## src/rtl/exp_prec_arb.sv

```systemverilog
// Round-robin arbiter sharing one precision-expansion stage among NREQ requesters.
// Define EXP_PREC_ARB_SKID_EN for a 2-entry output skid FIFO instead of a single output register.
module exp_prec_arb #(
    parameter int DTYPE  = 1,       // 0 BOOL, 1 INT, 2 FXP, 3 FP
    parameter bit SIGNED = 1'b1,
    parameter int I_PREC = 8,
    parameter int I_FRAC = 0,
    parameter int O_PREC = 16,
    parameter int O_FRAC = 0,
    parameter int NREQ   = 4,
    localparam int IDW   = $clog2(NREQ)
) (
    input  logic                   clk,
    input  logic                   reset_,
    input  logic [NREQ-1:0]        req_valid,
    input  logic [NREQ*I_PREC-1:0] req_data,
    output logic [NREQ-1:0]        req_ready,
    output logic                   out_valid,
    output logic [O_PREC-1:0]      out_data,
    output logic [IDW-1:0]         out_id,
    input  logic                   out_ready
);
    localparam int DT_BOOL = 0;
    localparam int DT_FXP  = 2;
    localparam int DT_FP   = 3;
    localparam int FSHIFT  = (DTYPE == DT_FXP) ? (O_FRAC - I_FRAC) : 0;

    if (DTYPE == DT_FP) begin : g_fp_unsupported
        $error("exp_prec_arb: FP dtype is not supported");
    end else if ((FSHIFT < 0) || (O_PREC - FSHIFT < I_PREC)) begin : g_bad_widths
        $error("exp_prec_arb: output format cannot hold the input format");
    end

    // Sign/zero extension followed by fraction-point alignment.
    function automatic logic [O_PREC-1:0] widen(input logic [I_PREC-1:0] x);
        logic [O_PREC-1:0] ext_v;
        if (SIGNED && (DTYPE != DT_BOOL)) begin
            ext_v = O_PREC'($signed(x));
        end else begin
            ext_v = O_PREC'(x);
        end
        return ext_v << FSHIFT;
    endfunction

    logic [I_PREC-1:0] slice_s [NREQ];
    for (genvar g = 0; g < NREQ; g++) begin : g_slice
        assign slice_s[g] = req_data[g*I_PREC +: I_PREC];
    end

    logic [IDW-1:0]    rr_ptr_q, rr_ptr_d;
    logic              gnt_found_s;
    logic [IDW-1:0]    gnt_idx_s;
    logic              can_accept_s;
    logic              push_s;
    logic [O_PREC-1:0] gnt_word_s;

    // Search for the first valid requester starting at the round-robin pointer.
    always_comb begin
        int cand_v;
        cand_v      = 0;
        gnt_found_s = 1'b0;
        gnt_idx_s   = '0;
        for (int k = 0; k < NREQ; k++) begin
            cand_v = (int'(rr_ptr_q) + k) % NREQ;
            if (!gnt_found_s && req_valid[cand_v[IDW-1:0]]) begin
                gnt_found_s = 1'b1;
                gnt_idx_s   = cand_v[IDW-1:0];
            end else begin
                gnt_found_s = gnt_found_s;
            end
        end
    end

    assign push_s     = gnt_found_s & can_accept_s;
    assign gnt_word_s = widen(slice_s[gnt_idx_s]);

    // One-hot grant and pointer advance past the served requester.
    always_comb begin
        if (push_s) begin
            req_ready = NREQ'(1'b1) << gnt_idx_s;
            rr_ptr_d  = (gnt_idx_s == IDW'(NREQ - 1)) ? '0 : gnt_idx_s + 1'b1;
        end else begin
            req_ready = '0;
            rr_ptr_d  = rr_ptr_q;
        end
    end

    // Round-robin pointer register.
    always_ff @(posedge clk or negedge reset_) begin
        if (!reset_) begin
            rr_ptr_q <= '0;
        end else begin
            rr_ptr_q <= rr_ptr_d;
        end
    end

`ifdef EXP_PREC_ARB_SKID_EN
    logic [O_PREC-1:0] mem_data_q [2];
    logic [O_PREC-1:0] mem_data_d [2];
    logic [IDW-1:0]    mem_id_q [2];
    logic [IDW-1:0]    mem_id_d [2];
    logic              wr_ptr_q, wr_ptr_d, rd_ptr_q, rd_ptr_d;
    logic [1:0]        count_q, count_d;
    logic              pop_s;

    // Acceptance depends only on registered occupancy, cutting the out_ready path.
    assign can_accept_s = (count_q != 2'd2);
    assign pop_s        = (count_q != 2'd0) & out_ready;

    // FIFO next-state: write at tail, read from head, track occupancy.
    always_comb begin
        mem_data_d = mem_data_q;
        mem_id_d   = mem_id_q;
        wr_ptr_d   = wr_ptr_q;
        rd_ptr_d   = rd_ptr_q;
        if (push_s) begin
            mem_data_d[wr_ptr_q] = gnt_word_s;
            mem_id_d[wr_ptr_q]   = gnt_idx_s;
            wr_ptr_d             = ~wr_ptr_q;
        end else begin
            wr_ptr_d = wr_ptr_q;
        end
        if (pop_s) begin
            rd_ptr_d = ~rd_ptr_q;
        end else begin
            rd_ptr_d = rd_ptr_q;
        end
        case ({push_s, pop_s})
            2'b10:   count_d = count_q + 2'd1;
            2'b01:   count_d = count_q - 2'd1;
            default: count_d = count_q;
        endcase
    end

    // FIFO storage and pointers.
    always_ff @(posedge clk or negedge reset_) begin
        if (!reset_) begin
            for (int e = 0; e < 2; e++) begin
                mem_data_q[e] <= '0;
                mem_id_q[e]   <= '0;
            end
            wr_ptr_q <= 1'b0;
            rd_ptr_q <= 1'b0;
            count_q  <= 2'd0;
        end else begin
            mem_data_q <= mem_data_d;
            mem_id_q   <= mem_id_d;
            wr_ptr_q   <= wr_ptr_d;
            rd_ptr_q   <= rd_ptr_d;
            count_q    <= count_d;
        end
    end

    assign out_valid = (count_q != 2'd0);
    assign out_data  = mem_data_q[rd_ptr_q];
    assign out_id    = mem_id_q[rd_ptr_q];
`else
    logic              out_valid_q, out_valid_d;
    logic [O_PREC-1:0] out_data_q, out_data_d;
    logic [IDW-1:0]    out_id_q, out_id_d;

    assign can_accept_s = ~out_valid_q | out_ready;

    // Output register: reload on grant, clear valid on a pop with no refill.
    always_comb begin
        out_valid_d = out_valid_q;
        out_data_d  = out_data_q;
        out_id_d    = out_id_q;
        if (push_s) begin
            out_valid_d = 1'b1;
            out_data_d  = gnt_word_s;
            out_id_d    = gnt_idx_s;
        end else if (out_ready) begin
            out_valid_d = 1'b0;
        end else begin
            out_valid_d = out_valid_q;
        end
    end

    // Output register state.
    always_ff @(posedge clk or negedge reset_) begin
        if (!reset_) begin
            out_valid_q <= 1'b0;
            out_data_q  <= '0;
            out_id_q    <= '0;
        end else begin
            out_valid_q <= out_valid_d;
            out_data_q  <= out_data_d;
            out_id_q    <= out_id_d;
        end
    end

    assign out_valid = out_valid_q;
    assign out_data  = out_data_q;
    assign out_id    = out_id_q;
`endif

endmodule

```

## config.mk

```make
export PLATFORM = sky130hd
export DESIGN_NAME = exp_prec_arb
export DESIGN_NICKNAME = d
export VERILOG_FILES = /design/src/rtl/exp_prec_arb.sv
export SDC_FILE = /design/constraint.sdc
export NUM_CORES = 1
export LEC_CHECK = 0
export BUFFER_PORTS_ARGS = -buffer_cell sky130_fd_sc_hd__buf_2
export CORE_MARGIN = 10
export CORE_UTILIZATION = 41
export DETAILED_ROUTE_END_ITERATION = 16
export PLACE_DENSITY = 0.81
export SYNTH_ARGS = -nofsm -noshare
export SYNTH_HDL_FRONTEND = slang
export SYNTH_SLANG_ARGS = --single-unit
export TNS_END_PERCENT = 20
```

## constraint.sdc

```tcl
create_clock -name clk -period 2.8 [get_ports clk]
set_input_delay 0.14 -clock clk [delete_from_list [all_inputs] [get_ports clk]]
set_output_delay 0.14 -clock clk [all_outputs]
set_load 0.02 [all_outputs]
```

== Word level (Yosys, flattened, before mapping) ==
Cells that the tools add are included.

* $add $sub $neg: 4
* Bitwise logic cells: 4
* Divide/modulo/power cells: 0
* Muxes and demuxes: 23
* Shift-type cells: 1
* Magnitude comparators: 5
* Equal/unequal tests: 1
* Multipliers: 0
* Reduce and logical (&&, ||, !) cells: 7

{| class="wikitable"
|+ Operators with widths
! operator !! count
|-
| $bmux 8 s2 || 1
|-
| $mux 8 || 2
|-
| $lt 2x3->1 const B || 4
|-
| $mux 1 || 10
|-
| $mux 2 || 5
|-
| $bmux 1 s2 || 4
|-
| $add 2x1->2 const B || 2
|-
| $add 2x2->2 const B || 2
|-
| $mux 4 || 1
|-
| $shl 1x2->4 const A || 1
|-
| $ge 3x3->1 const B || 1
|-
| $logic_and 1x1->1 || 3
|-
| $logic_not 1->1 || 3
|-
| $not 2->3 || 1
|-
| $eq 2x2->1 const B || 1
|-
| $reduce_bool 2->1 || 1
|-
| $and 1x1->1 || 1
|-
| $not 1->1 || 1
|-
| $or 1x1->1 || 1
|}

* Input bits: 39
* Word-level logic and storage cells: 49
* Memories kept: 0
* Bits in writable memories: 0
* Flip-flop bits (word level): 13
* Bits in read-only memories: 0
* Output and inout port bits: 23
* Latch bits: 0

== Longest topological paths before layout ==
Gate-level depths: netlist of the first run.

* Word-level depth: 16
* Mapped depth: 7
* Depth with buffers taken out: 7

== Worst setup path after synthesis of the first run ==
No wires, ideal clock.

* Kind: register -> register
* Start point: reg rr_ptr_q[0]
* End point: reg out_data_q[0], in the netlist out_data[0]
* Arrival time: 1.698 ns
* Stages on the path, launching flop included: 6
* Required time: 2.674 ns
* Setup time: 0.126 ns
* Period minus slack after synthesis: 1.824 ns
* Path buffers: 0
* Slack: 0.976 ns
* Cells stage by stage: dfrtp_1 and2b_1 nor4_4 nor2_4 mux2_1 a221o_1

* Cells in the longest elaborated chain, start to end: 16
* Elaborated cells between the ends (all ways): 30
* Those cells by class: add/sub (3); mux (19); bitwise (2); reduce/logical (6)

{| class="wikitable"
|+ Ends and longest elaborated chain
! element !! line !! text
|-
| start: declaration || 50 || <nowiki>logic [IDW-1:0] rr_ptr_q, rr_ptr_d;</nowiki>
|-
| start signal: assignment || 93 || <nowiki>rr_ptr_q <= rr_ptr_d;</nowiki>
|-
| parallel branches: the longest is 16 deep, another holds $add 2x1->2 || - ||
|-
| end signal: assignment || 188 || <nowiki>out_data_q <= out_data_d;</nowiki>
|-
| end: declaration || 159 || <nowiki>logic [O_PREC-1:0] out_data_q, out_data_d;</nowiki>
|}

Several ways; the timed one is not identified. The select of a mux whose other input is x is not followed.
A chain may end at the register's enable or synchronous reset.

== Final worst setup path of the first run ==
* Start point: reg rr_ptr_q[0]
* End point: out req_ready[3]

* Cells in the longest elaborated chain, start to end: 14
* Elaborated cells between the ends (all ways): 28
* Those cells by class: add/sub (3); shift (1); mux (17); bitwise (1); reduce/logical (6)

{| class="wikitable"
|+ Ends and longest elaborated chain
! element !! line !! text
|-
| parallel branches: the longest is 13 deep, another holds $add 2x1->2 || - ||
|-
| $mux 4 * || 79 || <nowiki>if (push_s) begin</nowiki>
|-
| end: declaration || 17 || <nowiki>output logic [NREQ-1:0] req_ready,</nowiki>
|}

Every way passes the cells marked *. The select of a mux whose other input is x is not followed.

==> qor.txt, run 1 <==
Final WL = 3.17 mm
Detailed Route Iter0 Violations = 43
Fin crit period = 2240 ps
Max Used Layer = met4
Post_cts resized = 0
Final period utilization = 0.798
# diodes = 0
CORE AREA = 2230 um2
Post-synthesis cell type count = 32
RSZ-0062 raised after global routing = no
CP max stage cell = nor4b_4
Worst-Margin Slew = 1100 ps
Top post-synthesis cells by area = dfrtp_1 34%, mux2_1 9.4%, a221o_1 8.3%
Clock Tree Root = clkbuf_4
Hold WC Path Type = input port to register
Fin Setup TNS = 0 ps
Register area share after synthesis = 0.338
Pleak = 0.650 nW
Grt ovf = 0
Nets@finish = 202
Worst Path Arrival = 2100 ps
Status = complete, no violations
Share of the synthesized area in the top cell type = 0.338
First-pass GRT wire length = 4.68 mm
Maximum clock path buffer count = 2
Total CTS buffers = 3
DRT Pass-1 Iters = 4
Clk_lat worst skew = 280 ps
Die area = 4690 um2
Largest stage delay, worst path = 510 ps
R2r setup slk = 650 ps
Setup crit end kind = primary output
Core Util, Final = 0.568
CTS tree = done
Io pins = 62
CP max FO = 9
Initial core utilization = 0.431
Chip Height = 68.5 um
Post-DP HPWL = 2.57 mm
Crit-path cells = and2b_1 -> nor4b_4 -> nor2_4 -> inv_1 -> ha_1 -> and2_1 -> buf_2
Worst Path Buf+Inv = 2
H-tree levels = 1
Setup crit start kind = register
Max Cap Violations = 0
Final Hold Violating Endpoints = 0
Number of global-route vias before repair = 1041
Most frequent cells in the layout = 61 x buf_2, 13 x dfrtp_1, 10 x o21ai_0
Routed wl met2 = 1.63 mm
Clock Sinks = 13
Initial antenna violation count = 0
Rel. slew slack = 0.255
DR WL/cell = 16.8 um
Total GRT Usage = 0.127
Cell Pwr Density = 888 nW/um2
Clock Pin Slew Worst Setup and Hold Paths = 80 ps
Clock skew = 0.326 ps
Metal3 WL = 412 um
Synth Net Count = 146
Flops & latches, synth = 13
Synthesis-to-finish area growth = 31.7%
Fmax achieved = 447 MHz
VDD IR-drop max = 0.000579 V
Commonest non-fill, non-tap cell in the layout = buf_2
Design area = 1270 um2
Final setup fails = 0
WL met1 = 1.12 mm
# DRC = 0
Top Family by Delay on Critical Path = simple AND/OR/NAND/NOR gates
Syn_area_per_cell = 9.09 um2
Vias per cell = 5.52
Crit Path Class = register to primary output
Port buffer count = 61
GPL Wtd Cong = 0.856
DP Area = 1230 um2
Routed vias = 1044
Ys Warns = 0
Antenna viol nets, final = 0
Post-synth top area cell = dfrtp_1
Die X-Extent = 68.5 um
Final Max Slew Viols = 0
Floorplan row count = 17
Largest net degree at the start of global routing = 14
Netlist Area Pre-Place = 963 um2
Required time worst endpoint = 2660 ps
Post-Syn Instances = 106
Layout cells sized above 1 = 0.429
[worst min-delay path, delay by kind of cell]
family	cells	cell delay, ps
buffers and inverters	2	110
and+or+nand+nor	2	90
[flip-flops by register name, indices dropped and copies added (netlist names)]
name,cells
out_data,8
out_id,2
out_valid,1
rr_ptr_q,2
[worst paths after layout]
path,depth (start not counted),end,startpoint
max,7,req_ready[3],rr_ptr_q[0]$_DFFE_PN0P_
min,4,out_valid$_DFFE_PN0P_,out_ready
max reg2reg,4,out_data[3]$_DFFE_PN0P_,rr_ptr_q[1]$_DFFE_PN0P_
min reg2reg,2,out_id[0]$_DFFE_PN0P_,out_id[0]$_DFFE_PN0P_
max in group asynchronous,2,out_data[2]$_DFFE_PN0P_,reset_
min in group asynchronous,2,out_data[0]$_DFFE_PN0P_,reset_
[synth_stat cells]
cell type	instances
dfrtp_1	13
o21ai_0	10
a21oi_1	9
nand2_1	9
a221o_1	8
buf_4	8
mux2_1	8
nand3_1	8
nor2_1	5
and2_1	2
and2b_1	2
buf_1	2
inv_1	2
nor2b_1	2
a21boi_0	1
a21o_1	1
clkbuf_1	1
ha_1	1
inv_2	1
nor2_2	1
nor2_4	1
nor4_1	1
nor4_4	1
nor4b_4	1
o21a_1	1
o21ai_1	1
o21bai_1	1
o311ai_1	1
o31a_1	1
or3_1	1
or4_1	1
or4b_1	1
[per-stage QoR]
step	hold WS, ps	power, mW	setup slack, ps	cells
detailed placement	47.7	1.02	687	184
finish	108	1.13	564	189
global route	136	1.21	443	189
global placement	44.7	1.00	790	184
floorplan	-156	0.860	976	106
CTS	105	1.14	582	189
[routing by layer]
metal,up-vias,track usage
met4,0,0.0226
li1,500,-
met1,482,0.129
met2,60,0.232
met5,-,0
met3,2,0.0604
[power breakdown]
part           switching [mW]  total, mW  leakage (nW)  internal (mW)
logic                   0.416      0.683         0.479          0.267
clock network          0.0607      0.116        0.0150         0.0553
registers              0.0648      0.327         0.156          0.262
[kinds of logic (layout without fill, tap and decap cells)]
| logic type | Yosys count | count (layout) | share of synthesized area |
|---|---|---|---|
| DFF | 13 | 13 | 0.338 |
| and+or+nand+nor | 36 | 36 | 0.234 |
| AOI/OAI and AO/OA | 34 | 34 | 0.236 |
| buffers and inverters | 14 | 69 | 0.0857 |
| muxes | 8 | 8 | 0.0935 |
| adders and majority gates | 1 | 1 | 0.0130 |
[repair_timing]
action	4_1_cts	5_1_grt
buffers inserted	0	0
hold endpoints to repair	13	0
hold buffers	1	0
[layout make-up]
cell class	instances	area [um2]
inverters	3	11.3
well taps	28	35.0
fillers	218	965
clock buffers	4	26.3
multi-input cells	79	556
flip-flops and latches	13	325
repair buffers	62	315
(Power assumes the default switching activity.)
==> run 2: changes to the inputs <==
CORE_UTILIZATION = 38   (was 41)
PLACE_DENSITY = 0.79   (was 0.81)
clock period = 2 ns   (was 2.8 ns; I/O delays follow)
==> qor.txt, run 2 (synthesis gave the netlist of run 1 again) <==
DR WL/cell = 16.5 um
Final period utilization = 0.957
Detailed Route Iter0 Violations = 59
Fin crit period = 1910 ps
GPL Wtd Cong = 0.812
RSZ-0062 raised after global routing = yes
Vias per cell = 5.39
VDD IR-drop max = 0.000755 V
Pleak = 0.709 nW
R2r setup slk = 90 ps
Worst-Margin Slew = 464 ps
CP max FO = 5
Clock Sinks = 13
Die area = 4950 um2
Top Family by Delay on Critical Path = compound AO/OA/AOI/OAI gates
Final worst slack = 85.5 ps
Nets@finish = 213
First-pass GRT wire length = 5.26 mm
Worst Path Buf+Inv = 1
Crit Path Class = register to primary output
Design area = 1380 um2
Final Max Slew Viols = 0
Final WL = 3.33 mm
Floorplan row count = 18
Cell Pwr Density = 1250 nW/um2
Synthesis-to-finish area growth = 43.0%
CORE AREA = 2450 um2
DP Area = 1260 um2
Antenna viol nets, final = 0
Grt ovf = 0
# DRC = 0
Required time worst endpoint = 1900 ps
Post-DP HPWL = 2.67 mm
Largest net degree at the start of global routing = 14
Rel. slew slack = 0.688
Largest register FFs = 8
Clock Pin Slew Worst Setup and Hold Paths = 80 ps
Setup crit end kind = primary output
Most frequent cells in the layout = 60 x buf_2, 13 x dfrtp_1, 11 x buf_4
Hold WC Path Type = input port to register
Clock skew = 0.985 ps
Initial antenna violation count = 0
# diodes = 0
DRT Pass-1 Iters = 4
Largest stage delay, worst path = 370 ps
Commonest non-fill, non-tap cell in the layout = buf_2
Number of global-route vias before repair = 1135
Clock Tree Root = clkbuf_4
Placement Setup Slack = -18.4 ps
Core Util, Final = 0.561
Port buffer count = 61
CP max stage cell = dfrtp_1
Io pins = 62
Status = complete, no violations
Chip Height = 70.4 um
H-tree levels = 1
Die X-Extent = 70.4 um
Setup crit start kind = register
Final setup fails = 0
WHS = 61.3 ps
Fmax achieved = 522 MHz
Final Hold Violating Endpoints = 0
Maximum clock path buffer count = 2
Clk_lat worst skew = 280 ps
Layout cells sized above 1 = 0.483
Power Total = 1.73 mW
Worst Path Arrival = 1810 ps
Max Cap Violations = 0
Routed vias = 1088
Total GRT Usage = 0.125
CTS tree = done
Crit-path cells = and2b_1 -> o21bai_1 -> o31a_1 -> ha_1 -> and2_1 -> buf_2
Initial core utilization = 0.392
Total CTS buffers = 3
[run 2: cell count changes in the layout (fill, tap and decap cells not counted), sizes merged]
| cell | change |
|---|---|
| buf | +11 |
[run 2: tightest hold or removal path, cell delays in order]
cell and delay, ps:
buf_2 80, inv_2 30, nand2_1 50, nand2_1 40
[run 2: path summary, 6_finish.rpt]
path | from | to | cells past startpoint
min in group asynchronous | reset_ | out_data[2]$_DFFE_PN0P_ | 2
max in group asynchronous | reset_ | rr_ptr_q[1]$_DFFE_PN0P_ | 2
min reg2reg | out_id[1]$_DFFE_PN0P_ | out_id[1]$_DFFE_PN0P_ | 2
max reg2reg | rr_ptr_q[0]$_DFFE_PN0P_ | out_data[3]$_DFFE_PN0P_ | 6
min | out_ready | out_valid$_DFFE_PN0P_ | 4
max | rr_ptr_q[0]$_DFFE_PN0P_ | req_ready[3] | 6
[run 2: final cells by class]
type                    count  area [um2]
fillers                   217        1080
multi-input cells          79         564
repair buffers             73         413
flip-flops and latches     13         325
well taps                  30        37.5
clock buffers               4        26.3
inverters                   3        11.3
[run 2: report_power, final]
part,switching [mW],internal (mW)
sequential,0.0896,0.367
combinational,0.618,0.484
clock,0.0918,0.0775
total,0.799,0.928
[run 2: timing repair]
| item | in CTS | in global routing |
|---|---|---|
| pin swaps | 3 | 3 |
| setup endpoints to repair | 9 | 10 |
| buffers inserted | 4 | 3 |
| resized for setup | 1 | 4 |
| hold buffers | 1 | 0 |
| endpoints found under the hold margin | 13 | 0 |
[run 2: per-stage QoR]
step	TNS (ps)	cells
after floorplan	0	106
after global placement	0	190
after detailed placement	-36.7	190
after CTS	-4.65	199
after global routing	-42.7	202
final	0	202
[run 2: metal layers]
layer	GRT usage	up-vias	part of all wire
met5	0	-	0
met3	0.0621	4	0.11
met2	0.229	46	0.56
met1	0.125	518	0.33
li1	-	520	-
met4	0.0175	0	0.0036
==> run 3: changes to the inputs <==
--- a/config.mk
+++ b/config.mk
@@ -8,7 +8,7 @@
 export BUFFER_PORTS_ARGS = -buffer_cell sky130_fd_sc_hd__buf_2
 export CORE_MARGIN = 10
-export CORE_UTILIZATION = 38
+export CORE_UTILIZATION = 41
 export DETAILED_ROUTE_END_ITERATION = 16
-export PLACE_DENSITY = 0.79
+export PLACE_DENSITY = 0.81
 export SYNTH_ARGS = -nofsm -noshare
 export SYNTH_HDL_FRONTEND = slang
==> constraint.sdc (replaced) <==
create_clock -name clk -period 2.4 [get_ports clk]
set_input_delay 0.24 -clock clk [delete_from_list [all_inputs] [get_ports clk]]
set_output_delay 0.24 -clock clk [all_outputs]
set_load 0.02 [all_outputs]
==> qor.txt, run 3 (synthesis gave the netlist of run 1 again) <==
Status = complete, no violations
WHS = 200 ps
Initial core utilization = 0.431
VDD IR-drop max = 0.000549 V
Port buffer count = 61
Clock skew = 3.98 ps
Floorplan row count = 17
CTS tree = done
Routed vias = 1030
Final Hold Violating Endpoints = 0
Routing usage on met2 = 0.227
Global Route met1 Usage = 0.139
Non-filler instance count after layout = 192
Synthesis-to-finish area growth = 34.0%
Die X-Extent = 68.5 um
Grt peak-use layer = met2
Worst Path Arrival = 1980 ps
Number of global-route vias before repair = 1033
Maximum clock path buffer count = 2
Final setup fails = 0
Clock Pin Slew Worst Setup and Hold Paths = 80 ps
Final period utilization = 0.927
Final worst slack = 175 ps
DR WL/cell = 16.2 um
DP Area = 1240 um2
Vias per cell = 5.36
Final WL = 3.11 mm
Max Cap Violations = 0
Rel. slew slack = 0.255
Fin crit period = 2220 ps
Largest register FFs = 8
Die area = 4690 um2
Core Util, Final = 0.578
CP max FO = 9
FILL cells = 201
Initial antenna violation count = 0
Clock Tree Root = clkbuf_4
Grt ovf = 0
Antenna viol nets, final = 0
Commonest non-fill, non-tap cell in the layout = buf_2
Crit Path Class = register to primary output
# DRC = 0
Inst Count DP = 185
Nets@finish = 205
Detailed Route Iter0 Violations = 38
# diodes = 0
Layout cells sized above 1 = 0.439
Register Area = 325 um2
Power Total = 1.33 mW
Clk_lat worst skew = 280 ps
Io pins = 62
Clock Sinks = 13
Hold WC Path Type = input port to register
Fmax achieved = 450 MHz
Multi-input gate area = 556 um2
Chip Height = 68.5 um
RSZ-0062 raised after global routing = no
Cell Pwr Density = 1030 nW/um2
Post_cts resized = 0
Setup crit start kind = register
Final Max Slew Viols = 0
CORE AREA = 2230 um2
Required time worst endpoint = 2160 ps
Setup crit end kind = primary output
First-pass GRT wire length = 4.70 mm
Total GRT Usage = 0.126
Post-DP HPWL = 2.55 mm
Worst-Margin Slew = 1100 ps
DRT Pass-1 Iters = 4
Largest net degree at the start of global routing = 14
H-tree levels = 1
GPL Wtd Cong = 0.802
Most frequent cells in the layout = 61 x buf_2, 13 x dfrtp_1, 10 x o21ai_0
Placement Setup Slack = 306 ps
Design area = 1290 um2
M3 GR Usage = 0.0506
Pleak = 0.665 nW
Total CTS buffers = 3
Fin Setup TNS = 0 ps
run 3: cell count changes in the layout (fill, tap and decap cells not counted):
| cell | change |
|---|---|
| and2b_1 | +1 |
| and2b_2 | -1 |
| buf_12 | -1 |
| buf_2 | +1 |
| buf_4 | -8 |
| nor2_1 | +1 |
| nor2_2 | -1 |
| o21ai_0 | +1 |
| o21ai_1 | -1 |
| or3_1 | +1 |
| or3_4 | -1 |
run 3: metal layers:
metal,vias to the layer above,wire length [um],part of all wire
met4,0,0,0
met2,44,1630,0.52
met5,-,0,0
li1,510,-,-
met3,0,361,0.12
met1,476,1120,0.36
run 3: path summary, 6_finish.rpt:
path                                         startpoint                       to  slack [ps]  depth (start not counted)
min in group asynchronous                        reset_  out_data[6]$_DFFE_PN0P_         410                          2
worst min register to register    out_id[1]$_DFFE_PN0P_    out_id[1]$_DFFE_PN0P_         480                          2
worst max register to register  rr_ptr_q[1]$_DFFE_PN0P_  out_data[2]$_DFFE_PN0P_         240                          4
max in group asynchronous                        reset_  out_data[3]$_DFFE_PN0P_        1750                          2
worst max-delay path            rr_ptr_q[1]$_DFFE_PN0P_             req_ready[3]         180                          6
worst min-delay path                          out_ready    out_valid$_DFFE_PN0P_         200                          4
run 3: final cells by class:
type                    count  share of cell area
inverters                   3             0.00872
flip-flops and latches     13               0.252
clock buffers               4              0.0203
well taps                  28              0.0271
repair buffers             65               0.262
multi-input cells          79               0.430
run 3: timing repair:
action,CTS,global route
hold buffers,1,0
hold endpoints to repair,13,0
endpoints found under the setup margin,0,1
buffers inserted,0,2
run 3: power breakdown:
part           internal [mW]  switching [mW]
Sequential             0.306          0.0775
Combinational          0.325           0.487
Clock                 0.0644          0.0747
Total                  0.695           0.639
run 3: worst max-delay path, cell delays in order (launching register included):
cell and delay, ps:
dfrtp_1 490, nor4_4 560, nor2_4 170, inv_1 90, ha_1 130, and2_1 110, buf_2 160
